File: config.mk
export PLATFORM = sky130hd
export DESIGN_NAME = fetch_queue
export DESIGN_NICKNAME = d
export VERILOG_FILES = /design/src/rtl/fetch_queue.sv
export SDC_FILE = /design/constraint.sdc
export NUM_CORES = 1
export LEC_CHECK = 0
export ABC_AREA = 1
export BUFFER_PORTS_ARGS = -buffer_cell sky130_fd_sc_hd__clkbuf_2
export CORE_MARGIN = 8
export CORE_UTILIZATION = 35
export DETAILED_ROUTE_END_ITERATION = 8
export PLACE_DENSITY = 0.63
export SETUP_SLACK_MARGIN = 0.4
export SLEW_MARGIN = 20
export SYNTH_ARGS = -nofsm -noshare
export SYNTH_HDL_FRONTEND = slang
export SYNTH_SLANG_ARGS = --single-unit
File: constraint.sdc
create_clock -name clock -period 4.1 [get_ports clock]
set_clock_uncertainty 0.15 [all_clocks]
set_input_delay 0 -clock clock [delete_from_list [all_inputs] [get_ports clock]]
set_output_delay 0 -clock clock [all_outputs]
set_load 0.01 [all_outputs]
File: src/rtl/fetch_queue.sv
// Instruction-fetch front end: PC generator, DEPTH-entry {instr, pc} queue, redirect flush.
// Optional same-cycle bypass of an empty queue under `FETCH_BYPASS_EN.
module fetch_queue #(
    parameter int          DEPTH    = 4,
    parameter logic [31:0] RESET_PC = 32'h0000_0000
) (
    input  logic                     clock,
    input  logic                     reset_n,
    output logic                     imem_read,
    output logic [31:0]              imem_addr,
    input  logic [31:0]              imem_data,
    output logic                     out_valid,
    output logic [31:0]              out_instr,
    output logic [31:0]              out_pc,
    input  logic                     out_ready,
    input  logic                     redirect,
    input  logic [31:0]              redirect_target,
    output logic [$clog2(DEPTH):0]   count
);

    localparam int PW = $clog2(DEPTH);
    localparam int CW = PW + 1;

    logic [31:0]   pc;
    logic          inflight;
    logic [31:0]   inflight_pc;
    logic [PW-1:0] rd_ptr;
    logic [PW-1:0] wr_ptr;
    logic [31:0]   instr_mem [DEPTH];
    logic [31:0]   pc_mem    [DEPTH];

    logic [31:0] target;
    logic        fifo_valid;
    logic        resp;
    logic        bypass;
    logic        pop;
    logic        pop_fifo;
    logic        push;
    logic [CW:0] occ;
    logic [CW:0] limit;
    logic        can_issue;

    assign target     = {redirect_target[31:2], 2'b00};
    assign fifo_valid = (count != '0);
    assign resp       = inflight & ~redirect;

`ifdef FETCH_BYPASS_EN
    assign bypass = resp & ~fifo_valid;
`else
    assign bypass = 1'b0;
`endif

    assign out_valid = ~redirect & (fifo_valid | bypass);
    assign pop       = out_valid & out_ready;
    assign pop_fifo  = pop & ~bypass;
    assign push      = resp & ~(bypass & pop);

    always_comb begin
        out_instr = 32'h0;
        out_pc    = 32'h0;
        if (out_valid) begin
            if (bypass) begin
                out_instr = imem_data;
                out_pc    = inflight_pc;
            end else begin
                out_instr = instr_mem[rd_ptr];
                out_pc    = pc_mem[rd_ptr];
            end
        end
    end

    // Only fetch when a slot is guaranteed for the response next cycle.
    assign occ       = {1'b0, count} + {{CW{1'b0}}, inflight};
    assign limit     = (CW+1)'(DEPTH) + {{CW{1'b0}}, pop};
    assign can_issue = occ < limit;

    assign imem_read = reset_n & (redirect | can_issue);
    assign imem_addr = redirect ? target : pc;

    always_ff @(posedge clock or negedge reset_n) begin
        if (!reset_n) begin
            pc          <= RESET_PC;
            inflight    <= 1'b0;
            inflight_pc <= 32'h0;
            rd_ptr      <= '0;
            wr_ptr      <= '0;
            count       <= '0;
        end else if (redirect) begin
            pc          <= target + 32'd4;
            inflight    <= 1'b1;
            inflight_pc <= target;
            rd_ptr      <= '0;
            wr_ptr      <= '0;
            count       <= '0;
        end else begin
            inflight <= imem_read;
            if (imem_read) begin
                inflight_pc <= pc;
                pc          <= pc + 32'd4;
            end
            if (push) begin
                wr_ptr <= wr_ptr + PW'(1);
            end
            if (pop_fifo) begin
                rd_ptr <= rd_ptr + PW'(1);
            end
            count <= count + CW'(push) - CW'(pop_fifo);
        end
    end

    always_ff @(posedge clock) begin
        if (push) begin
            instr_mem[wr_ptr] <= imem_data;
            pc_mem[wr_ptr]    <= inflight_pc;
        end
    end

endmodule

==> metrics.md <==
| Metric | Value |
|---|---|
| GPL Wtd Cong | roughly 0.95 |
| Setup bufs post-CTS | 0 |
| Final period utilization | between 60% and 70% |
| Num rows | 72 |
| Gr usage total | between 10 and 15% |
| Largest net degree at the start of global routing | 75 |
| Pleak | 6.717 nW |
| Post-cts resize count | 0 |
| Setup TNS | 0 ns |
| Unique masters post-synth | 33 |
| Post-route minimum period | approximately 2.8 ns |
| Synth Instances | approximately 1300 |
| Number of vias per cell | between 4 and 5 |
| Max cap viols | 0 |
| CTS buffer count | 34 |
| CTS tree | done |
| Ant. Diodes | 0 |
| First-pass GRT wire length | between 50000 and 60000 um |
| Hold Path Class | input port to flop |
| Remaining antenna violation count after routing | 0 |
| Initial Utilization | roughly 35% |
| Psw | approximately 3.0 mW |
| Outcome | finished clean |
| Post-Route WL | about 34000 um |
| Vias in the first global route | approximately 9800 |
| Worst Setup Slack, final | about 1.3 ns |
| Clk_lat worst skew | ~0.50 ns |
| RSZ-0062 raised after global routing | no |
| Gate power share | about a quarter |
| Htree depth | 2 |
| Routed vias | about 10000 |
| Area growth syn-to-layout | 22.44% |
| Simple-gate area share of the yosys netlist | a little under a fifth |
| Initial antenna violation count | 0 |
| Design Area, Final | around 17000 um2 |
| Dpl hpwl | between 20000 and 25000 um |
| Yosys Warn Count | 0 |
| Final #Nets | between 1500 and 2000 |
| Root Driver | clkbuf_16 |
| R2R Setup Slk | roughly 1.7 ns |
| Synth Area in Compound Gates | around 8.6% |
| FF+latch count, synth | approximately 320 |
| Fraction of the mapped netlist area in adder cells | less than 1% |
| Post-Place Cell Area | around 15000 um2 |
| Drt wl/cell | between 15 and 20 um |
| Seq pwr share | between 40 and 50% |
| Rel. slew slack | 31.13% |
| Post-synth design cell area | roughly 14000 um2 |
| Full die area | roughly 46000 um2 |
| Fmax | around 350 MHz |
| Layout cell share with drive strength beyond 1 | roughly 18% |
| Hold Vio Cnt, Final | 0 |
| Critical path class | flop to output pin |
| CTS sink cnt | between 300 and 400 |
| Required time of the worst setup path | roughly 4 ns |
| I/O Pins | 169 |
| Worst Setup Start Kind | flop |
| Register area share after synthesis | about two thirds |
| DP Worst Slack | about 1.6 ns |
| CP Capture Type | output pin |
| Residual DRC | 0 |
| Measured slew at the worst slew-check pin | slightly above 1 ns |
| Die X-Extent | ~210 um |
| Gr ovfl total | 0 |
| Max-slew violation count | 0 |
| Total core area | around 39000 um2 |
| Worst vdd rail ir drop | ~0.34 mV |
| Most frequent cells in the layout | nor2_1 (290), nand2_1 (251), edfxtp_1 (248) |
| Port Buffer Count | 162 |
| Mux cell area share after synthesis | 0% |
| Mean Syn Cell Area | between 10 and 15 um2 |
| CTS clk-pin slew, worst paths | about 0.060 ns |
| Critical path data arrival time | around 2.7 ns |
| Clk pwr share | 31.5% |
| Hold buffers post-CTS | between 60 and 70 |
| Largest family of logic cells by synthesized area | simple AND/OR/NAND/NOR gates |
| Initial DRC count | ~570 |
| Clk buf depth | 3 |
| CP max FO | 56 |
| Commonest non-fill, non-tap cell in the layout | nor2_1 |
| Pwr Density | 560.3 nW/um2 |
| DIE HEIGHT | roughly 210 um |
| Setup Viol. Count Final | 0 |
| Switch share | 31.97% |
| Pint | 6.388 mW |
| Synth Area in XOR/XNOR | less than 1% |
| Drt pass-1 iters | 5 |
[final timing paths]
kind,depth (start not counted),endpoint,startpoint
min reg2reg,2,pc[3],pc[3]
max in group asynchronous,5,inflight_pc[26],reset_n
min in group asynchronous,4,pc[17],reset_n
max reg2reg,10,inflight_pc[17],count[0]
max,6,out_instr[19],rd_ptr[0]
min,2,instr_mem[3][9],imem_data[9]
[metal layers]
| metal | up-vias | track usage (%) | wire (um) |
|---|---|---|---|
| met2 | 311 | 23.43 | 15240 |
| met4 | 0 | 4.632 | 904 |
| met3 | 62 | 2.923 | 2193 |
| li1 | 4833 | - | - |
| met1 | 4689 | 20.52 | 15680 |
| met5 | - | 0 | 0 |
[cells by family (layout without fill, tap and decap cells)]
group	after synthesis	in the layout
and+or+nand+nor	619	619
DFF	316	316
AOI/OAI and AO/OA	233	233
buffers and inverters	130	366
xor gates and xnor gates	11	11
adders and majority gates	10	10
other	1	4
[layout make-up]
| class | instances | area (um2) |
|---|---|---|
| clock buffers | 45 | 902.1 |
| clock inverters | 17 | 178.9 |
| fillers | 3628 | 21890 |
| inverters | 60 | 234.0 |
| multi-input cells | 877 | 4003 |
| flip-flops and latches | 316 | 9154 |
| well taps | 518 | 648.1 |
| repair buffers | 244 | 1639 |
[Yosys cell counts, drive strengths merged]
| master | number | share of area [%] |
|---|---|---|
| a21oi | 65 | 2.4 |
| buf | 30 | 1.4 |
| clkbuf | 40 | 1.1 |
| conb | 1 | 0.027 |
| dfrtp | 68 | 12 |
| edfxtp | 248 | 54 |
| fa | 1 | 0.15 |
| ha | 9 | 0.82 |
| inv | 60 | 1.7 |
| nand2 | 284 | 8.6 |
| nand3 | 22 | 0.80 |
| nand3b | 1 | 0.055 |
| nand4 | 1 | 0.046 |
| nor2 | 309 | 9.0 |
| nor3 | 1 | 0.037 |
| o21a | 1 | 0.055 |
| o21ai | 167 | 6.1 |
| or2 | 1 | 0.046 |
| xnor2 | 1 | 0.064 |
| xor2 | 10 | 0.64 |
[power by group through the flow]
stage	Combinational (mW)	Sequential [mW]	Clock, mW
6_report	2.19	4.24	2.96
3_3_place_gp	2.14	4.28	0
3_5_place_dp	2.18	4.30	0
4_1_cts	2.23	4.24	3.04
5_1_grt	2.48	4.29	3.16
2_1_floorplan	1.41	4.17	0
[per-stage QoR]
step / hold slack, ns / total power, mW / std cells / util (%)
final: 0.1014 / 9.390 / 2077 / 43.36
after global routing: 0.1009 / 9.935 / 2077 / 43.36
after CTS: 0.07331 / 9.510 / 2077 / 43.36
after detailed placement: -0.07969 / 6.474 / 1950 / 38.88
after global placement: -0.07704 / 6.427 / 1950 / 38.88
after floorplan: -0.4456 / 5.584 / 1323 / -
[state kept, by name (all words and copies together) (netlist names)]
register and flops:
instr_mem 128, rd_ptr 2, wr_ptr 2, inflight 1, inflight_pc 30, pc_mem 120, pc 30, count 3
[worst max-delay path, stage by stage (launching register included)]
cell and delay, ns:
dfrtp_4 0.84, buf_4 0.53, nor2_1 0.10, nor2_1 0.10, o21ai_0 0.09, a21oi_1 0.27
clkbuf_2 0.19
(Power assumes the default switching activity.)
